===== src/rtl/sipo_pkg.sv =====
// Shared types and sizing helpers for the serial-in/parallel-out receiver.
// Holds the FSM state encoding, the default word width and the bit-counter width.
// No logic, so there is no latency or backpressure.
package sipo_pkg;

    typedef enum logic [1:0] {
        IDLE  = 2'd0,
        SHIFT = 2'd1,
        PAR   = 2'd2
    } state_t;

    localparam int WIDTH_DEF = 4;

    // Bit counter must hold the values 0..WIDTH.
    function automatic int cnt_w(input int w);
        return $clog2(w + 1);
    endfunction

endpackage


===== src/rtl/sipo_shift_reg.sv =====
// MSB-first shift register: each enabled cycle shifts s_in into the LSB.
// Latency: one clock per bit. Backpressure: none, because the register shifts whenever en=1.
// clr with en restarts a word, so the first bit ends up in the MSB after WIDTH shifts.
module sipo_shift_reg #(
    parameter int WIDTH = 4
) (
    input  logic             clk,
    input  logic             rst_n,
    input  logic             en,
    input  logic             clr,
    input  logic             s_in,
    output logic [WIDTH-1:0] q,
    output logic [WIDTH-1:0] nxt
);

    logic [WIDTH-1:0] sr_q;
    logic [WIDTH-1:0] sr_d;

    always_comb begin
        nxt = clr ? {{(WIDTH-1){1'b0}}, s_in} : {sr_q[WIDTH-2:0], s_in};
        sr_d = sr_q;
        if (en) begin
            sr_d = nxt;
        end
    end

    always_ff @(posedge clk or negedge rst_n) begin
        if (!rst_n) begin
            sr_q <= '0;
        end else begin
            sr_q <= sr_d;
        end
    end

    assign q = sr_q;

endmodule


===== src/rtl/sipo_rx.sv =====
// Serial receiver: assembles WIDTH MSB-first bits into a registered word; optional even parity (SIPO_PARITY_EN).
// Latency: p_valid rises on the edge that samples the last bit (or the parity bit).
// Backpressure: the word is held until p_ready; a word that completes while the output is full is dropped and overflow is set.
module sipo_rx
    import sipo_pkg::*;
#(
    parameter int WIDTH = WIDTH_DEF
) (
    input  logic             clk,
    input  logic             rst_n,
    input  logic             s_en,
    input  logic             s_in,
    output logic [WIDTH-1:0] p_data,
    output logic             p_valid,
    input  logic             p_ready,
    output logic             overflow,
    output logic             par_err,
    output logic             busy
);

    localparam int CW = cnt_w(WIDTH);

    state_t           state_q, state_d;
    logic [CW-1:0]    bit_cnt_q, bit_cnt_d;
    logic [WIDTH-1:0] p_data_q, p_data_d;
    logic             p_valid_q, p_valid_d;
    logic             overflow_q, overflow_d;

    logic             sh_en;
    logic             sh_clr;
    logic [WIDTH-1:0] sr_q;
    logic [WIDTH-1:0] sr_nxt;
    logic             word_done;
    logic [WIDTH-1:0] word_dat;

`ifdef SIPO_PARITY_EN
    logic par_bad;
    logic par_err_q;
`endif

    sipo_shift_reg #(
        .WIDTH (WIDTH)
    ) u_shift (
        .clk   (clk),
        .rst_n (rst_n),
        .en    (sh_en),
        .clr   (sh_clr),
        .s_in  (s_in),
        .q     (sr_q),
        .nxt   (sr_nxt)
    );

    // In PAR the data bits are already in the register; otherwise the word is still being completed.
    assign word_dat = (state_q == PAR) ? sr_q : sr_nxt;

    always_comb begin
        state_d   = state_q;
        bit_cnt_d = bit_cnt_q;
        sh_en     = 1'b0;
        sh_clr    = 1'b0;
        word_done = 1'b0;
`ifdef SIPO_PARITY_EN
        par_bad   = 1'b0;
`endif
        case (state_q)
            IDLE: begin
                if (s_en) begin
                    sh_en     = 1'b1;
                    sh_clr    = 1'b1;
                    bit_cnt_d = CW'(1);
                    state_d   = SHIFT;
                end
            end
            SHIFT: begin
                if (s_en) begin
                    sh_en = 1'b1;
                    if (bit_cnt_q == CW'(WIDTH - 1)) begin
                        bit_cnt_d = '0;
`ifdef SIPO_PARITY_EN
                        state_d   = PAR;
`else
                        state_d   = IDLE;
                        word_done = 1'b1;
`endif
                    end else begin
                        bit_cnt_d = bit_cnt_q + CW'(1);
                    end
                end
            end
`ifdef SIPO_PARITY_EN
            PAR: begin
                if (s_en) begin
                    state_d = IDLE;
                    if ((^sr_q) ^ s_in) begin
                        par_bad = 1'b1;
                    end else begin
                        word_done = 1'b1;
                    end
                end
            end
`endif
            default: state_d = IDLE;
        endcase
    end

    always_comb begin
        p_data_d   = p_data_q;
        p_valid_d  = p_valid_q;
        overflow_d = overflow_q;
        if (word_done) begin
            if (!p_valid_q || p_ready) begin
                p_data_d  = word_dat;
                p_valid_d = 1'b1;
            end else begin
                overflow_d = 1'b1;
            end
        end else if (p_valid_q && p_ready) begin
            p_valid_d = 1'b0;
        end
    end

    always_ff @(posedge clk or negedge rst_n) begin
        if (!rst_n) begin
            state_q    <= IDLE;
            bit_cnt_q  <= '0;
            p_data_q   <= '0;
            p_valid_q  <= 1'b0;
            overflow_q <= 1'b0;
        end else begin
            state_q    <= state_d;
            bit_cnt_q  <= bit_cnt_d;
            p_data_q   <= p_data_d;
            p_valid_q  <= p_valid_d;
            overflow_q <= overflow_d;
        end
    end

`ifdef SIPO_PARITY_EN
    always_ff @(posedge clk or negedge rst_n) begin
        if (!rst_n) begin
            par_err_q <= 1'b0;
        end else begin
            par_err_q <= par_bad;
        end
    end
    assign par_err = par_err_q;
`else
    assign par_err = 1'b0;
`endif

    assign p_data   = p_data_q;
    assign p_valid  = p_valid_q;
    assign overflow = overflow_q;
    assign busy     = (state_q != IDLE);

endmodule


===== config.mk =====
export PLATFORM = sky130hd
export DESIGN_NAME = sipo_rx
export DESIGN_NICKNAME = d
export VERILOG_FILES = /design/src/rtl/sipo_pkg.sv /design/src/rtl/sipo_shift_reg.sv /design/src/rtl/sipo_rx.sv
export SDC_FILE = /design/constraint.sdc
export NUM_CORES = 1
export LEC_CHECK = 0
export CORE_AREA = 10 10 47 49
export CTS_BUF_LIST = sky130_fd_sc_hd__clkbuf_16
export CTS_CLUSTER_DIAMETER = 50
export DETAILED_ROUTE_END_ITERATION = 8
export DIE_AREA = 0 0 57 59
export PLACE_DENSITY_LB_ADDON = 0.15
export SETUP_SLACK_MARGIN = 0.3
export SYNTH_ARGS = -nofsm -noshare
export SYNTH_HDL_FRONTEND = slang
export SYNTH_SLANG_ARGS = --single-unit

===== constraint.sdc =====
create_clock -name clk -period 4.09 [get_ports clk]
set_input_delay 0.818 -clock clk [delete_from_list [all_inputs] [get_ports clk]]
set_output_delay 0.818 -clock clk [all_outputs]
set_load 0.01 [all_outputs]

# After elaboration in Yosys (flattened, before gate mapping)
# Cells that the tools add are included.
# classes
add_sub_neg	1
n_eq_ne	7
mux	19
n_bitwise	1
reduce_logical	13
# ops
op	n
2-to-1 mux 1 bit	9
2-to-1 mux 3 bit	3
2-to-1 mux 4 bit	2
2-to-1 mux 2 bit	3
inequality test 2 bit, second input constant	3
one-hot mux 3 bit (2 select lines)	1
AND reduction 2 bit	3
AND reduction 3 bit	2
nonzero test 2 bit	3
one-hot mux 2 bit (2 select lines)	1
adder 3 x 1 -> 3 bit, second input constant	1
== test 3 x 2 -> 1 bit, second input constant	1
== test 2 x 1 -> 1 bit, second input constant	1
== test 2 bit, second input constant	1
logical NOT 2 bit	1
inequality test 2 x 1 -> 1 bit, second input constant	1
OR reduction 2 bit	1
logical AND 1 bit	1
logical NOT 1 bit	1
logical OR 1 bit	1
NOT 1 bit	1
# word_totals
regBits	15
output_inout_bits	8

# Logic depth before layout (Yosys ltp)
# Gate-level depths: netlist (run 1).
# logic_depth
ltp_word	6
depth_mapped	5
ltp_nobuf	4

# Hierarchy
# From an unflattened synthesis (run 1), not the netlist that was laid out.
# hier_totals
hier_cells	45
hier_area_um2	610.6
# by_module_without_submodules
mod	n_inst	cells_each	area_per_inst_um2	seq_area_each_um2
sipo_rx	1	33	439.2	250.2
sipo_shift_reg	1	12	171.4	100.1

# Worst setup path after synthesis (run 1)
# No wires, ideal clock.
# synth_path
kind	input-to-reg
from	input p_ready
to	register p_data_q[0] (netlist: p_data[0])
setup_time_ps	125
t_arrival_ps	1510
required_time_ps	3965
path_slack_ps	2454
cell_stages	4
n_path_buf	1
path_cell_list	nand2b_1 -> nor2b_2 -> buf_6 -> mux2_4
# synth_via
elab_chain_len	2
# synth_rtl
element	line_no	source
from (decl)	sipo_rx.sv:15	input logic p_ready,
logical OR 1 bit	sipo_rx.sv:111	if (!p_valid_q || p_ready) begin
AND reduction 2 bit (no source line)	-	
to (signal assigned)	sipo_rx.sv:132	p_data_q <= p_data_d;
to (decl)	sipo_rx.sv:25	logic [WIDTH-1:0] p_data_q, p_data_d;
# Every way passes these cells.
# A chain may end at the register's enable or synchronous reset.

# Worst setup path in the final report (run 1)
# layout_path
from	input s_en
to	register p_data_q[0] (netlist: p_data[0])
# layout_via
elab_chain_len	3
# layout_rtl
element	line_no	source
from (decl)	sipo_rx.sv:11	input logic s_en,
2-to-1 mux 1 bit	sipo_rx.sv:75	if (s_en) begin
2-to-1 mux 1 bit	sipo_rx.sv:65	case (state_q)
AND reduction 2 bit (no source line)	-	
# Every way passes these cells.

==> impl_results.md, run 1 <==
- R2r setup slk: 2.64 ns
- Setup TNS: 0 ns
- WL final: 983 um
- Pin count of the biggest net entering global routing: 14
- Drt wl/cell: 12.8 um
- Share of the synthesized area in the top cell type: 0.566
- Final nets: 68
- Clk sink count: 13
- Status: finished clean
- Most frequent cells in the layout: 13 x dfrtp_1, 11 x clkdlybuf4s50_1, 7 x inv_1
- Ordered list of cells on the worst path: clkdlybuf4s50_1 > nand4b_4 > nor2b_2 > mux2_4
- Vias in the first global route: 364
- Post-synthesis net count: 55
- CP Capture Type: flop
- Number of synthesized register bits: 13
- Ys Warns: 0
- CP max FO: 13
- Drt first pass iters: 4
- Die area: 0.00336 mm^2
- CTS buffer count: 3
- Critical path arrival: 2.37 ns
- Commonest non-fill, non-tap cell in the layout: dfrtp_1
- Core Region: 0.00140 mm^2
- Hold Buf Count CTS: 0
- Fmax: 444 MHz
- Clock Latency Late Sink: 0.24 ns
- Initial antenna violation count: 0
- CP peak stage delay: 0.75 ns
- CTS tree: done
- CP max-delay cell: clkdlybuf4s50_1
- Cell taking the most area after synthesis: dfrtp_1
- Critical path required time: 4.21 ns
- CTS root buf: clkbuf_16
- Placer congestion estimate: 0.725
- Hold path cells: 1
- Ports: 13
- Worst hold slack: 0.471 ns
- Detailed Route Iter0 Violations: 3
- Post-CTS Resized: 0
- Mapped Area: 574 um^2
- CP startpoint: s_en
- Worst Max-Slew Pin Slew: 0.562 ns
- Worst Skew: 0.00176 ns
- Std-Cell Rows: 14
- Avg Inst Size Synth: 11.7 um^2
- Cell count after synthesis: 49
- Via/cell ratio: 4.68
- Die Y: 59 um
- P per Cell Area: 753 mW/mm^2
- Reg-to-reg critical path endpoint: p_data[0]$_DFFE_PN0P_
- Rel. slew slack: 0.624
- DRC viols: 0
- Diodes inserted: 0
- Setup violators final: 0
- Final Hold Viols: 0
- Top post-synthesis cells by area: dfrtp_1 57%, mux2i_1 5.2%, nand4b_4 4.1%, inv_1 3.9%, nand3_1 3.5%
- Crit Path Class: in2reg
- Register area share after synthesis: 0.566
- Final HPWL DP: 736 um
- Count of final max-slew check failures: 0
- Post-DRT Antenna Nets: 0
- Reg2reg start: bit_cnt_q[0]$_DFFE_PN0P_
- RSZ-0062 raised after global routing: false
- Layout cells sized above 1: 0.115
- CTS Buffer Depth: 2
- Starting Density: 0.410
- Pleak: 0.349 nW
- Global-route wire length before repair: 1.73 mm
- Clock-pin slew on the worst setup and hold paths: 0.04 ns
- Htree depth: 1
- Port bufs: 11
- Total track usage: 0.0670
- Fillers: 128
- Max-cap violations: 0
- Gr ovfl total: 0
- Die Wd: 57 um
- Cell variety after synth: 19
- Reg2reg path depth: 4
- Worst min-delay path category: reg2reg
- Area growth from synthesis to layout: 32.5%
- Period utilization: 0.550
- Setup crit end: p_data[0]$_DFFE_PN0P_
- Post-CTS setup buffer count: 0
- CP startpoint kind: primary input
- Maximum VDD drop: 0.349 mV
- Via count: 360
- Final worst path period need: 2.25 ns
==> synthesized netlist by cell type <==
cell type and count:
o21a_1 2, a21boi_0 1, dfrtp_1 13, o21bai_1 1, ha_1 1, clkbuf_1 1
nand2_1 4, nor2b_2 1, buf_4 1, mux2i_1 3, mux2_4 1, o21ai_0 3
mux2_2 1, nand4b_4 1, conb_1 1, buf_6 1, nand3_1 4, nand2b_1 3
inv_1 6
==> critical path: cells and delay by family <==
| kind | cells | cell delay (ns) |
|---|---|---|
| buf+inv | 1 | 0.75 |
| mux | 1 | 0.33 |
| simple gates | 2 | 0.47 |
==> stage by stage <==
| step | total power, W | std cells | cell area [um^2] | setup slack [ns] | util |
|---|---|---|---|---|---|
| 2_1_floorplan | 0.000312 | 49 | 574 | 2.45 | - |
| 3_3_place_gp | 0.000398 | 73 | 682 | 1.63 | 0.487 |
| 3_5_place_dp | 0.000399 | 73 | 682 | 1.59 | 0.487 |
| 4_1_cts | 0.000581 | 77 | 761 | 1.84 | 0.543 |
| 5_1_grt | 0.000613 | 77 | 761 | 1.74 | 0.543 |
| 6_report | 0.000573 | 77 | 761 | 1.84 | 0.543 |
==> power by group <==
part           total (W)  switching (W)  internal, W
logic           0.000182      0.0000747     0.000107
registers       0.000212      0.0000348     0.000177
clock network   0.000179      0.0000508     0.000129
total           0.000573       0.000160     0.000413
==> flip-flops by register name (all words and copies together), names as in the netlist <==
signal	count
u_shift.q	3
overflow	1
bit_cnt_q	3
p_data	4
state_q	1
p_valid	1
==> logic make-up (layout without fill, tap and decap cells) <==
logic type,after synthesis,count (layout),synth area share
AOI/OAI and AO/OA,7,7,0.0784
adders and majority gates,1,1,0.0218
buffers and inverters,9,21,0.0784
DFF,13,13,0.566
muxes,5,5,0.0980
other,1,1,0.00653
and+or+nand+nor,13,13,0.150
==> routing by layer <==
metal | up-vias | share of wire | GRT usage
li1 | 183 | - | -
met4 | 0 | 0.019 | 0.0503
met5 | - | 0 | 0
met3 | 4 | 0.081 | 0.0429
met1 | 165 | 0.48 | 0.0765
met2 | 8 | 0.42 | 0.0868
==> layout make-up <==
type,instances,area [um^2],area share
Sequential cell,13,325,0.428
Multi-Input combinational cell,27,204,0.268
Timing Repair Buffer,11,110,0.145
Clock buffer,3,75.1,0.0987
Inverter,6,22.5,0.0296
Tap cell,16,20.0,0.0263
Clock inverter,1,3.75,0.00493
==> worst min-delay path by stage <==
stage                             startpoint                        to
floorplan           bit_cnt_q[0]$_DFFE_PN0P_  bit_cnt_q[0]$_DFFE_PN0P_
global placement        overflow$_DFFE_PN0P_      overflow$_DFFE_PN0P_
detailed placement      overflow$_DFFE_PN0P_      overflow$_DFFE_PN0P_
CTS                     overflow$_DFFE_PN0P_      overflow$_DFFE_PN0P_
global route            overflow$_DFFE_PN0P_      overflow$_DFFE_PN0P_
finish                  overflow$_DFFE_PN0P_      overflow$_DFFE_PN0P_
(Power assumes the default switching activity.)
==> inputs of run 2 (changes only) <==
--- a/config.mk
+++ b/config.mk
@@ -5,11 +5,11 @@
 export SDC_FILE = /design/constraint.sdc
 export NUM_CORES = 1
 export LEC_CHECK = 0
-export CORE_AREA = 10 10 47 49
+export CORE_MARGIN = 10
+export CORE_UTILIZATION = 41
 export CTS_BUF_LIST = sky130_fd_sc_hd__clkbuf_16
 export CTS_CLUSTER_DIAMETER = 50
 export DETAILED_ROUTE_END_ITERATION = 8
-export DIE_AREA = 0 0 57 59
 export PLACE_DENSITY_LB_ADDON = 0.15
 export SETUP_SLACK_MARGIN = 0.3
 export SYNTH_ARGS = -nofsm -noshare
==> constraint.sdc (replaced) <==
create_clock -name clk -period 2 [get_ports clk]
set_input_delay 0.4 -clock clk [delete_from_list [all_inputs] [get_ports clk]]
set_output_delay 0.4 -clock clk [all_outputs]
set_load 0.01 [all_outputs]
==> impl_results.md, run 2 (synthesis gave the netlist of run 1 again) <==
- Status: finished clean
- Reg2reg path depth: 4 (unchanged)
- Starting Density: 0.436 (+0.0261)
- Via count: 370 (+2.8%)
- CTS root buf: clkbuf_16
- Max reg flops: 4 (unchanged)
- Worst Skew: 0.00304 ns (+0.00127 ns)
- Final nets: 71 (+4.4%)
- CP max-delay cell: clkdlybuf4s50_1
- Hold path start: overflow$_DFFE_PN0P_
- Pleak: 0.364 nW (+4.2%)
- Die Wd: 57.4 um (+0.75%)
- CTS tree: done
- Vias in the first global route: 403 (+11%)
- Ports: 13 (unchanged)
- RSZ-0062 raised after global routing: false
- CP startpoint kind: flop
- Htree depth: 1 (unchanged)
- Detailed Route Iter0 Violations: 3 (unchanged)
- Reg-to-reg critical path endpoint: p_data[0]$_DFFE_PN0P_
- Most frequent cells in the layout: 13 x dfrtp_1, 11 x clkdlybuf4s50_1, 7 x inv_1
- Final HPWL DP: 737 um (+0.22%)
- Period utilization: 0.770
- Layout cells sized above 1: 0.156 (+0.0415)
- Commonest non-fill, non-tap cell in the layout: dfrtp_1
- CP max FO: 2 (-11)
- Clk sink count: 13 (unchanged)
- Worst hold slack: 0.483 ns (+0.0121 ns)
- R2r setup slk: 0.70 ns (-1.94 ns)
- Pin count of the biggest net entering global routing: 14 (unchanged)
- Worst min-delay path category: reg2reg
- Setup TNS: 0 ns (unchanged)
- Clock-pin slew on the worst setup and hold paths: 0.04 ns (about the same)
- CTS Buffer Depth: 2 (unchanged)
- WL final: 1.03 mm (+4.9%)
- Maximum VDD drop: 0.741 mV (+110%)
- Core Region: 0.00132 mm^2 (-6.0%)
- Crit. path cell count: 1 (-3)
- Die area: 0.00330 mm^2 (-1.9%)
- CP Capture Type: output pin
- Final Hold Viols: 0 (unchanged)
- Post-CTS Resized: 0 (unchanged)
- Area growth from synthesis to layout: 36.2%
- Drt first pass iters: 4 (unchanged)
- CTS buffer count: 3 (unchanged)
- Critical path arrival: 1.14 ns (-1.23 ns)
- Placer congestion estimate: 0.639 (-12%)
- Worst Max-Slew Pin Slew: 0.562 ns (+0.000284 ns)
- Reg2reg start: bit_cnt_q[0]$_DFFE_PN0P_
- Rel. slew slack: 0.624 (about the same)
- Critical path required time: 1.60 ns (-2.61 ns)
- Initial antenna violation count: 0 (unchanged)
- Post-CTS setup buffer count: 0 (unchanged)
- Buf+Inv Stages, Crit Path: 1 (unchanged)
- Diodes inserted: 0 (unchanged)
- Final worst path period need: 1.54 ns
- Port bufs: 11 (unchanged)
- Via/cell ratio: 4.68 (+0.18%)
- DRC viols: 0 (unchanged)
- Crit Path Class: reg2out
- Hold Buf Count CTS: 0 (unchanged)
- CP peak stage delay: 0.55 ns (-0.20 ns)
- Hold path cells: 1 (unchanged)
- Drt wl/cell: 13.1 um (+2.2%)
- Clock Latency Late Sink: 0.24 ns (about the same)
- Worst hold endpoint: overflow$_DFFE_PN0P_
- P per Cell Area: 1520 mW/mm^2 (+100%)
- Gr ovfl total: 0 (unchanged)
- Max-cap violations: 0 (unchanged)
- Global-route wire length before repair: 1.83 mm (+6.0%)
- Delay-heaviest family, CP: buffers and inverters
- Die Y: 57.4 um (-2.7%)
- Count of final max-slew check failures: 0 (unchanged)
- Tot Pwr: 0.00119 W (+110%)
- Post-DRT Antenna Nets: 0 (unchanged)
- Ordered list of cells on the worst path: clkdlybuf4s50_1
- Std-Cell Rows: 13 (-1)
- Total track usage: 0.0700 (+0.00299)
- Fmax: 649 MHz
- Setup violators final: 0 (unchanged)
## run 2: changes by cell type in the layout (fill, tap and decap cells not counted)
cell / change
buf_4: +3
## run 2: per-stage QoR
step,worst slack [ns],instance area [um^2],utilization,instances
after floorplan,0.679,574,-,49
after global placement,0.372,703,0.534,75
after detailed placement,0.349,703,0.534,75
after CTS,0.454,782,0.594,79
after global routing,0.407,782,0.594,79
final,0.460,782,0.594,79
## run 2: cell type report
type	instances	area [um^2]
inverters	6	22.5
clock inverters	1	3.75
clock buffers	3	75.1
fillers	113	536
well taps	15	18.8
flip-flops and latches	13	325
multi-input cells	27	204
repair buffers	14	133
## run 2: routing by layer
layer,part of all wire,global-route usage
met5,0,0
met4,0,0.0503
met3,0.14,0.0487
met2,0.41,0.0905
met1,0.45,0.0784
## run 2: power by group
group / switching, W / total [W] / leakage [nW] / internal (W)
Clock: 0.000104 / 0.000367 / 0.0423 / 0.000263
Sequential: 0.0000523 / 0.000415 / 0.159 / 0.000362
Combinational: 0.000174 / 0.000410 / 0.163 / 0.000236
Total: 0.000331 / 0.00119 / 0.364 / 0.000861
## run 2: worst max path at each step
stage	start	slack (ns)	end
after global placement	s_en	0.37	p_data[0]$_DFFE_PN0P_
after CTS	state_q[0]$_DFFE_PN0P_	0.45	busy
after global routing	state_q[0]$_DFFE_PN0P_	0.41	busy
final	state_q[0]$_DFFE_PN0P_	0.46	busy
after floorplan	bit_cnt_q[0]$_DFFE_PN0P_	0.68	p_data[0]$_DFFE_PN0P_
after detailed placement	s_en	0.35	p_data[0]$_DFFE_PN0P_
==> inputs of run 3 (changes only) <==
--- a/config.mk
+++ b/config.mk
@@ -5,11 +5,11 @@
 export SDC_FILE = /design/constraint.sdc
 export NUM_CORES = 1
 export LEC_CHECK = 0
-export CORE_MARGIN = 10
-export CORE_UTILIZATION = 41
+export CORE_AREA = 10 10 47 49
 export CTS_BUF_LIST = sky130_fd_sc_hd__clkbuf_16
 export CTS_CLUSTER_DIAMETER = 50
 export DETAILED_ROUTE_END_ITERATION = 8
+export DIE_AREA = 0 0 57 59
 export PLACE_DENSITY_LB_ADDON = 0.15
 export SETUP_SLACK_MARGIN = 0.3
 export SYNTH_ARGS = -nofsm -noshare
==> constraint.sdc (replaced) <==
create_clock -name clk -period 1.42 [get_ports clk]
set_input_delay 0.284 -clock clk [delete_from_list [all_inputs] [get_ports clk]]
set_output_delay 0.284 -clock clk [all_outputs]
set_load 0.01 [all_outputs]
==> impl_results.md, run 3 (synthesis gave the netlist of run 1 again) <==
- Status: finished clean
- Placed insts: 79 (+5.3%)
- Clock Latency Late Sink: 0.24 ns (about the same)
- Vias in the first global route: 448 (+11%)
- Commonest non-fill, non-tap cell in the layout: dfrtp_1
- CP Capture Type: flop
- DRC viols: 0 (unchanged)
- Drt first pass iters: 2 (-2)
- Dpl ws: -0.113 ns (-0.463 ns)
- Die Wd: 57 um (-0.74%)
- Max reg flops: 4 (unchanged)
- Final nets: 78 (+9.9%)
- Layout cells sized above 1: 0.366 (+0.210)
- Std-Cell Rows: 14 (+1)
- CTS buffer count: 3 (unchanged)
- Ports: 13 (unchanged)
- CTS Buffer Depth: 2 (unchanged)
- CTS tree: done
- Worst Skew: 0.00233 ns (-0.000703 ns)
- Clock-pin slew on the worst setup and hold paths: 0.04 ns (about the same)
- Worst min-delay path category: in2async
- Delay-heaviest family, CP: flip-flops
- Count of final max-slew check failures: 0 (unchanged)
- Pleak: 0.406 nW (+12%)
- Via count: 405 (+9.5%)
- Gr ovfl total: 0 (unchanged)
- Setup violators final: 0 (unchanged)
- Multi-input combinational cell area: 221 um^2 (+8.6%)
- Maximum VDD drop: 1.33 mV (+79%)
- Period utilization: 0.857
- Buf+Inv Stages, Crit Path: 0 (-1)
- Detailed Route Iter0 Violations: 1 (-2)
- Fmax: 822 MHz
- Core Region: 0.00140 mm^2 (+6.4%)
- Most frequent cells in the layout: 12 x dfrtp_1, 8 x buf_4, 7 x inv_1
- Critical path arrival: 1.34 ns (+0.20 ns)
- Final worst path period need: 1.22 ns
- Crit Path Class: reg2reg
- Placer congestion estimate: 0.667 (+4.4%)
- Post-DRT Antenna Nets: 0 (unchanged)
- Final Hold Viols: 0 (unchanged)
- CP max FO: 2 (unchanged)
- P per Cell Area: 2090 mW/mm^2 (+37%)
- Setup TNS: 0 ns (unchanged)
- Max-cap violations: 0 (unchanged)
- Finished Layout Cells: 87 (+10%)
- Drt wl/cell: 12.9 um (-1.5%)
- Die Y: 59 um (+2.7%)
- CP startpoint kind: flop
- Tot Pwr: 0.00173 W (+45%)
- RSZ-0062 raised after global routing: true
- Pin count of the biggest net entering global routing: 13 (-1)
- Global-route wire length before repair: 1.96 mm (+7.2%)
- Initial antenna violation count: 0 (unchanged)
- Port bufs: 11 (unchanged)
- Htree depth: 1 (unchanged)
- CP peak stage delay: 0.39 ns (-0.16 ns)
- Register area: 327 um^2 (+0.38%)
- Die area: 0.00336 mm^2 (+2.0%)
- Fillers: 132 (+17%)
- CTS root buf: clkbuf_16
- R2r setup slk: 0.20 ns (-0.50 ns)
- Worst hold slack: 0.300 ns (-0.183 ns)
- Ordered list of cells on the worst path: ha_4 > nand4b_4 > nor2b_4 > mux2_4
- Setup WS post-layout: 0.203 ns (-0.256 ns)
- WL final: 1.12 mm (+8.4%)
- Via/cell ratio: 4.66 (-0.61%)
- Final HPWL DP: 803 um (+9.0%)
- Area growth from synthesis to layout: 43.8%
- Total track usage: 0.0766 (+0.00655)
- Diodes inserted: 0 (unchanged)
- Critical path required time: 1.54 ns (-0.06 ns)
- CP max-delay cell: dfrtp_1
- Starting Density: 0.410 (-0.0261)
- Clk sink count: 13 (unchanged)
-- run 3: changes by cell type in the layout (fill, tap and decap cells not counted), moves of 2 or more --
cell,previous run,this run
buf_4,3,8
buf_6,0,2
buf_2,0,6
clkdlybuf4s50_1,11,3
-- run 3: path summary, 6_finish.rpt --
check | start | end | depth (start not counted)
setup / recovery | bit_cnt_q[1]$_DFFE_PN0P_ | p_data[0]$_DFFE_PN0P_ | 4
hold / removal | rst_n | p_data[2]$_DFFE_PN0P_ | 1
setup reg to reg | bit_cnt_q[1]$_DFFE_PN0P_ | p_data[0]$_DFFE_PN0P_ | 4
hold reg to reg | overflow$_DFFE_PN0P_ | overflow$_DFFE_PN0P_ | 1
max in group asynchronous | rst_n | state_q[0]$_DFFE_PN0P_ | 2
min in group clk | overflow$_DFFE_PN0P_ | overflow$_DFFE_PN0P_ | 1
-- run 3: final cells by class --
type,count,area share
inverters,6,0.0273
repair buffers,21,0.189
multi-input cells,27,0.268
well taps,16,0.0242
flip-flops and latches,13,0.395
clock buffers,3,0.0909
clock inverters,1,0.00455
-- run 3: per-layer routing --
metal | GRT usage | vias to the layer above | wire, um
li1 | - | 198 | -
met1 | 0.0738 | 193 | 447
met2 | 0.122 | 9 | 552
met3 | 0.0451 | 5 | 84
met4 | 0.0503 | 0 | 34
met5 | 0 | - | 0
-- run 3: worst register-to-register path: cells and delay by family (launching register included) --
kind                       cells  cell delay [ns]
muxes                          1             0.30
and+or+nand+nor                2             0.25
DFF                            1             0.39
adders and majority gates      1             0.16
-- run 3: through the flow --
| stage | cell area [um^2] | util |
|---|---|---|
| 2_1_floorplan | 578 | - |
| 3_3_place_gp | 731 | 0.521 |
| 3_5_place_dp | 731 | 0.521 |
| 4_1_cts | 823 | 0.588 |
| 5_1_grt | 826 | 0.589 |
| 6_report | 826 | 0.589 |
-- run 3: where the power goes --
group,switching [W],internal [W],total [W]
clock,0.000150,0.000371,0.000520
sequential,0.0000919,0.000513,0.000605
combinational,0.000266,0.000339,0.000604
total,0.000507,0.00122,0.00173
-- run 3: what timing repair did --
action,in CTS,in global routing
gates cloned,0,0
pin swaps,1,2
endpoints found under the setup margin,12,7
hold buffers,0,0
gates resized for setup,31,1
buffers inserted,3,1
